--- src/rtl/mdom_wvb_acq_ctrl.sv ---
// Acquisition sequencer for one mDOM waveform-buffer channel: decides which ADC samples
// are written to the WVB and emits one header handshake per captured event.
module mdom_wvb_acq_ctrl #(
  parameter int LEN_W = 13
) (
  input  logic             clk,
  input  logic             rst,
  input  logic             arm,
  input  logic             trig_mode,
  input  logic             cnst_run,
  input  logic [4:0]       pre_conf,
  input  logic [7:0]       post_conf,
  input  logic [11:0]      cnst_conf,
  input  logic [11:0]      test_conf,
  input  logic             disc_trig,
  input  logic             sw_trig,
  input  logic             wvb_full,
  input  logic             hdr_ready,
  output logic             wvb_wr_en,
  output logic             hdr_valid,
  output logic [LEN_W-1:0] hdr_len,
  output logic             hdr_trunc,
  output logic [1:0]       hdr_src,
  output logic             armed,
  output logic             overflow
);

  localparam logic [2:0] S_IDLE    = 3'd0;
  localparam logic [2:0] S_PRE     = 3'd1;
  localparam logic [2:0] S_ARMED   = 3'd2;
  localparam logic [2:0] S_CAPTURE = 3'd3;
  localparam logic [2:0] S_HDR     = 3'd4;

  localparam logic [1:0] SRC_DISC = 2'd0;
  localparam logic [1:0] SRC_TEST = 2'd1;
  localparam logic [1:0] SRC_SW   = 2'd2;
  localparam logic [1:0] SRC_CNST = 2'd3;

  // Header handshake: hdr_valid rises in the cycle after capture ends and stays high,
  // with hdr_len/hdr_trunc/hdr_src frozen, until the cycle in which hdr_ready is seen high.

  logic [2:0]       state, state_n;
  logic [4:0]       pre_cnt;
  logic [11:0]      test_cnt;
  logic [LEN_W-1:0] smp_cnt, smp_nxt, rec_len;
  logic             disc_q, capture_q;
  logic             disc_rise, trig, cap_done;

  logic [4:0]       pre_s;
  logic [7:0]       post_s;
  logic [11:0]      cnst_s, test_s;
  logic             mode_s, cnst_run_s;

  // A full WVB must never see a write strobe, so the registered capture flag is masked
  // by wvb_full in the same cycle.
  assign wvb_wr_en = capture_q & ~wvb_full;

  always_comb begin
    disc_rise = disc_trig & ~disc_q;
    trig      = sw_trig | (mode_s ? (test_cnt == test_s) : disc_rise);
    rec_len   = cnst_run_s ? (LEN_W'(cnst_s) + LEN_W'(1))
                           : (LEN_W'(pre_s) + LEN_W'(post_s) + LEN_W'(1));
    smp_nxt   = smp_cnt + LEN_W'(1);
    cap_done  = wvb_full || (smp_nxt == rec_len);
    state_n   = state;
    case (state)
      S_IDLE: begin
        if (arm) begin
          if (pre_conf != 5'd0) state_n = S_PRE;
          else if (cnst_run)    state_n = S_CAPTURE;
          else                  state_n = S_ARMED;
        end
      end
      S_PRE: begin
        if (!arm)                  state_n = S_IDLE;
        else if (pre_cnt == 5'd0)  state_n = cnst_run_s ? S_CAPTURE : S_ARMED;
      end
      S_ARMED: begin
        if (!arm)                  state_n = S_IDLE;
        else if (trig && !wvb_full) state_n = S_CAPTURE;
      end
      S_CAPTURE: begin
        if (cap_done) state_n = S_HDR;
      end
      S_HDR: begin
        if (hdr_ready) begin
          if (!arm)            state_n = S_IDLE;
          else if (cnst_run_s) state_n = S_CAPTURE;
          else                 state_n = S_ARMED;
        end
      end
      default: state_n = S_IDLE;
    endcase
  end

  always_ff @(posedge clk or posedge rst) begin
    if (rst) begin
      state      <= S_IDLE;
      pre_cnt    <= '0;
      test_cnt   <= '0;
      smp_cnt    <= '0;
      disc_q     <= 1'b0;
      capture_q  <= 1'b0;
      hdr_valid  <= 1'b0;
      hdr_len    <= '0;
      hdr_trunc  <= 1'b0;
      hdr_src    <= '0;
      armed      <= 1'b0;
      overflow   <= 1'b0;
      pre_s      <= '0;
      post_s     <= '0;
      cnst_s     <= '0;
      test_s     <= '0;
      mode_s     <= 1'b0;
      cnst_run_s <= 1'b0;
    end else begin
      state     <= state_n;
      disc_q    <= disc_trig;
      capture_q <= (state_n == S_CAPTURE);
      hdr_valid <= (state_n == S_HDR);
      armed     <= (state_n == S_ARMED);
      test_cnt  <= (state == S_ARMED) ? test_cnt + 12'd1 : 12'd0;

      // Settings are frozen for the whole armed session; later changes wait for the next arm.
      if (state == S_IDLE && arm) begin
        pre_s      <= pre_conf;
        post_s     <= post_conf;
        cnst_s     <= cnst_conf;
        test_s     <= test_conf;
        mode_s     <= trig_mode;
        cnst_run_s <= cnst_run;
        pre_cnt    <= pre_conf - 5'd1;
      end else if (state == S_PRE) begin
        pre_cnt <= pre_cnt - 5'd1;
      end

      if (state == S_CAPTURE) begin
        if (!wvb_full) smp_cnt <= smp_nxt;
      end else begin
        smp_cnt <= '0;
      end

      if (state == S_CAPTURE && cap_done) begin
        hdr_len   <= wvb_full ? smp_cnt : smp_nxt;
        hdr_trunc <= wvb_full;
      end

      if (state_n == S_CAPTURE && state != S_CAPTURE) begin
        if (state == S_ARMED) hdr_src <= sw_trig ? SRC_SW : (mode_s ? SRC_TEST : SRC_DISC);
        else                  hdr_src <= SRC_CNST;
      end

      if (state == S_IDLE)
        overflow <= 1'b0;
      else if (wvb_full && ((state == S_ARMED && arm && trig) || state == S_CAPTURE))
        overflow <= 1'b1;
    end
  end

endmodule

--- config.mk ---
export PLATFORM = sky130hd
export DESIGN_NAME = mdom_wvb_acq_ctrl
export DESIGN_NICKNAME = d
export VERILOG_FILES = /design/src/rtl/mdom_wvb_acq_ctrl.sv
export SDC_FILE = /design/constraint.sdc
export NUM_CORES = 1
export LEC_CHECK = 0
export CORE_AREA = 3 3 97 99
export CTS_BUF_LIST = sky130_fd_sc_hd__clkbuf_16
export CTS_CLUSTER_DIAMETER = 200
export DETAILED_ROUTE_END_ITERATION = 8
export DIE_AREA = 0 0 100 102
export PLACE_DENSITY_LB_ADDON = 0.1
export REMOVE_ABC_BUFFERS = 1
export SLEW_MARGIN = 20
export SYNTH_ARGS = -nofsm -noshare
export SYNTH_HDL_FRONTEND = slang
export SYNTH_SLANG_ARGS = --single-unit
export TNS_END_PERCENT = 20
--- constraint.sdc ---
create_clock -name clk -period 6.35 [get_ports clk]
set_clock_uncertainty 0.15 [all_clocks]
set_input_delay 1.27 -clock clk [delete_from_list [all_inputs] [get_ports clk]]
set_output_delay 1.27 -clock clk [all_outputs]
set_load 0.005 [all_outputs]
==> metrics.md <==
| Metric | Value |
|---|---|
| Slew Viols, Final | `0` |
| Clk root buf | `clkbuf_16` |
| DIE WIDTH | `100 um` |
| Setup CP Type | `input port to primary output` |
| Slew HR | `0.310` |
| Die height | `102 um` |
| Final WS setup | `2.05 ns` |
| Pleak | `2.74 nW` |
| RD Place Congestion | `a little under 0.9` |
| Core Util, Final | `0.705` |
| I/O Buffers | `65` |
| Final hold violation count | `0` |
| MaxCap Viol Count | `0` |
| Yosys reg bits | `93` |
| Core ar. | `8640 um^2` |
| Clock Latency Late Sink | `0.34 ns` |
| Detailed-route vias per instance | `5.66` |
| Syn-to-layout area delta | `19.7%` |
| Via count | `approximately 4,100` |
| Synth Area per Inst | `9.08 um^2` |
| Setup slack at placement | `between 2 and 2.5 ns` |
| Num CTS Buffers | `9` |
| Sequential share of the synthesized area | `0.458` |
| Maximum clock path buffer count | `2` |
| Worst-path maximum fanout | `21` |
| Initial core utilization | `0.589` |
| Maximum VDD drop | `around 180 uV` |
| Crit path cell chain | `clkdlybuf4s50_1, nor2b_1, clkdlybuf4s50_1` |
| Crit-path max cell delay | `0.81 ns` |
| RSZ-0062 raised after global routing | `false` |
| Startpoint types | `input port` |
| Minimum clock period | `4.30 ns` |
| Rows | `34` |
| Post-Layout Cell Count | `730` |
| Vias in the first global route | `between 4,000 and 5,000` |
| DRC viols | `0` |
| CTS resizes | `0` |
| CP Capture Type | `primary output` |
| Num ports | `66` |
| Critical Path Slowest Stage Cell | `clkdlybuf4s50_1` |
| CP top delay family | `buffers and inverters` |
| Synth Warn # | `0` |
| Worst Hold Launch | `pre_s[4]$_DFFE_PP0P_` |
| Post-DP HPWL | `8.33 mm` |
| Actual slew at the worst max-slew pin | `1.03 ns` |
| Sink Count | `93` |
| First-pass GRT wire length | `19.9 mm` |
| Clk slew on worst S/H paths | `0.06 ns` |
| Post-synthesis cell type count | `56` |
| CP required | `4.93 ns` |
| Status | `complete, no violations` |
| Largest net degree at the start of global routing | `55` |
| Post-synth EDFFs | `0` |
| Drt initial violations | `140` |
| Worst R2R Start | `pre_s[0]$_DFFE_PP0P_` |
| Critical Path Start | `wvb_full` |
| Crit share post-route | `0.677` |
| H-tree Lvls | `3` |
| Hold buffers post-CTS | `0` |
| Drt pass-1 iters | `4` |
| Placed Instances | `approximately 720` |
| CTS tree | `built` |
| Antenna violations before repair | `0` |
| Final net count | `675` |
| Syn Inst Count | `between 500 and 600` |
| Most used DFF post-synth | `dfrtp_1` |
| DRT Wirelength | `11.8 mm` |
| Die ar. | `just over 10,000 um^2` |
| Routed len/inst | `around 16 um` |
| Post-DRT Antenna Nets | `0` |
| Share of layout cells above drive strength 1 | `0.0627` |
| N_diodes | `0` |
| Most frequent CP cell | `clkdlybuf4s50_1` |
| Most common cell after layout, fill and taps aside | `nand2_1` |
| Crit path buf inv count | `2` |
| Hold crit path type | `flop to flop` |
| Fin Setup TNS | `0 ns` |
| Remaining Overflow, GRT | `0` |
| PD cells | `393 nW/um^2` |
| Most frequent cells in the layout | `nand2_1 (132), dfrtp_1 (93), clkdlybuf4s50_1 (65), nor2_1 (48), xnor2_1 (35)` |
| Setup bufs post-CTS | `0` |
| Async SR Flop Fraction | `1.00` |
| Synth Cell Area | `5080 um^2` |
| GRT Resource Usage Total | `0.244` |
| WP data arrival | `2.88 ns` |
| Setup violators final | `0` |
| Fmax | `233 MHz` |
-- Yosys cell counts (2+ instances only) --
| cell type | count | share of area |
|---|---|---|
| a21oi_1 | 20 | 0.020 |
| a31oi_1 | 2 | 0.0025 |
| mux2_2 | 5 | 0.011 |
| o32ai_1 | 3 | 0.0052 |
| a22o_2 | 3 | 0.0059 |
| nand2_1 | 132 | 0.097 |
| nor4_1 | 8 | 0.0098 |
| and3_1 | 6 | 0.0074 |
| nand4_1 | 9 | 0.011 |
| a211oi_1 | 2 | 0.0030 |
| nor2_1 | 48 | 0.035 |
| a2bb2oi_1 | 2 | 0.0034 |
| nor3_1 | 19 | 0.019 |
| ha_1 | 10 | 0.025 |
| xnor2_1 | 35 | 0.060 |
| a21o_1 | 3 | 0.0044 |
| mux2_4 | 3 | 0.0089 |
| inv_1 | 16 | 0.012 |
| mux2i_1 | 8 | 0.016 |
| o211ai_1 | 2 | 0.0030 |
| a211o_1 | 2 | 0.0034 |
| or3_1 | 2 | 0.0025 |
| xor2_1 | 30 | 0.052 |
| or2_2 | 4 | 0.0049 |
| o21ai_0 | 21 | 0.021 |
| o41ai_1 | 2 | 0.0034 |
| clkbuf_1 | 17 | 0.013 |
| dfrtp_1 | 93 | 0.46 |
| a22o_1 | 3 | 0.0052 |
| o2111ai_1 | 2 | 0.0034 |
| buf_6 | 2 | 0.0044 |
| nand3_1 | 12 | 0.012 |
| and2_1 | 7 | 0.0086 |
| nor2b_1 | 4 | 0.0049 |
| a221oi_1 | 2 | 0.0034 |
-- routing by layer --
layer	routed length, um	global-route usage
met4	243	0.102
met2	6300	0.446
met3	504	0.0362
met5	0	0
met1	4760	0.288
-- state kept, by name, indices dropped and copies added (netlist names), 2 cells and up --
signal / flops
hdr_len: 13
cnst_s: 12
test_s: 12
post_s: 8
test_cnt: 12
hdr_src: 2
pre_cnt: 5
smp_cnt: 13
pre_s: 5
state: 3
-- per-stage QoR --
stage	hold WS, ns	instance area (um^2)	power [W]
after floorplan	0.300	4980	0.00156
after global placement	0.321	5790	0.00181
after detailed placement	0.323	5790	0.00185
after CTS	0.340	6080	0.00240
after global routing	0.367	6090	0.00256
final	0.342	6090	0.00239
-- final timing paths --
kind                                           to  slack, ns  depth (start not counted)
setup / recovery                        wvb_wr_en       2.05                          3
hold / removal               pre_s[4]$_DFFE_PP0P_       0.34                          1
setup reg to reg           hdr_len[7]$_DFFE_PP0P_       2.20                         13
hold reg to reg              pre_s[4]$_DFFE_PP0P_       0.34                          1
max in group asynchronous   cnst_s[6]$_DFFE_PP0P_       3.76                          3
min in group asynchronous        disc_q$_DFF_PP0_       1.18                          2
-- kinds of logic after synthesis --
logic type,count (synthesis),synth area share
buffers and inverters,37,0.0318
multiplexers,16,0.0357
XOR/XNOR,65,0.112
adder cells (fa/ha/maj),11,0.0286
AND/OR/NAND/NOR,259,0.227
flip-flops,93,0.458
AO/OA/AOI/OAI,79,0.107
-- worst reg2reg max path, stage by stage, from the launching register on --
cell      delay, ns
dfrtp_1        0.37
inv_1          0.09
ha_1           0.16
inv_1          0.06
fa_1           0.41
a211o_1        0.33
and3_1         0.19
o31ai_1        0.28
xnor2_1        0.15
o21ai_0        0.10
a2111o_1       0.36
o41ai_4        0.64
nand2_2        0.35
mux2_4         0.40
-- area by class of cell --
| type | instances | area, um^2 |
|---|---|---|
| multi-input cells | 430 | 2600 |
| fillers | 685 | 2550 |
| flip-flops and latches | 93 | 2330 |
| repair buffers | 68 | 673 |
| clock buffers | 9 | 225 |
| well taps | 108 | 135 |
| clock inverters | 6 | 65.1 |
| inverters | 16 | 61.3 |
-- report_power, final --
| group | internal, W | switching (W) |
|---|---|---|
| Combinational | 0.000423 | 0.000494 |
| Clock | 0.000303 | 0.000231 |
| Sequential | 0.000763 | 0.000182 |
| Total | 0.00149 | 0.000907 |
Power figures use the tool's default switching activity.
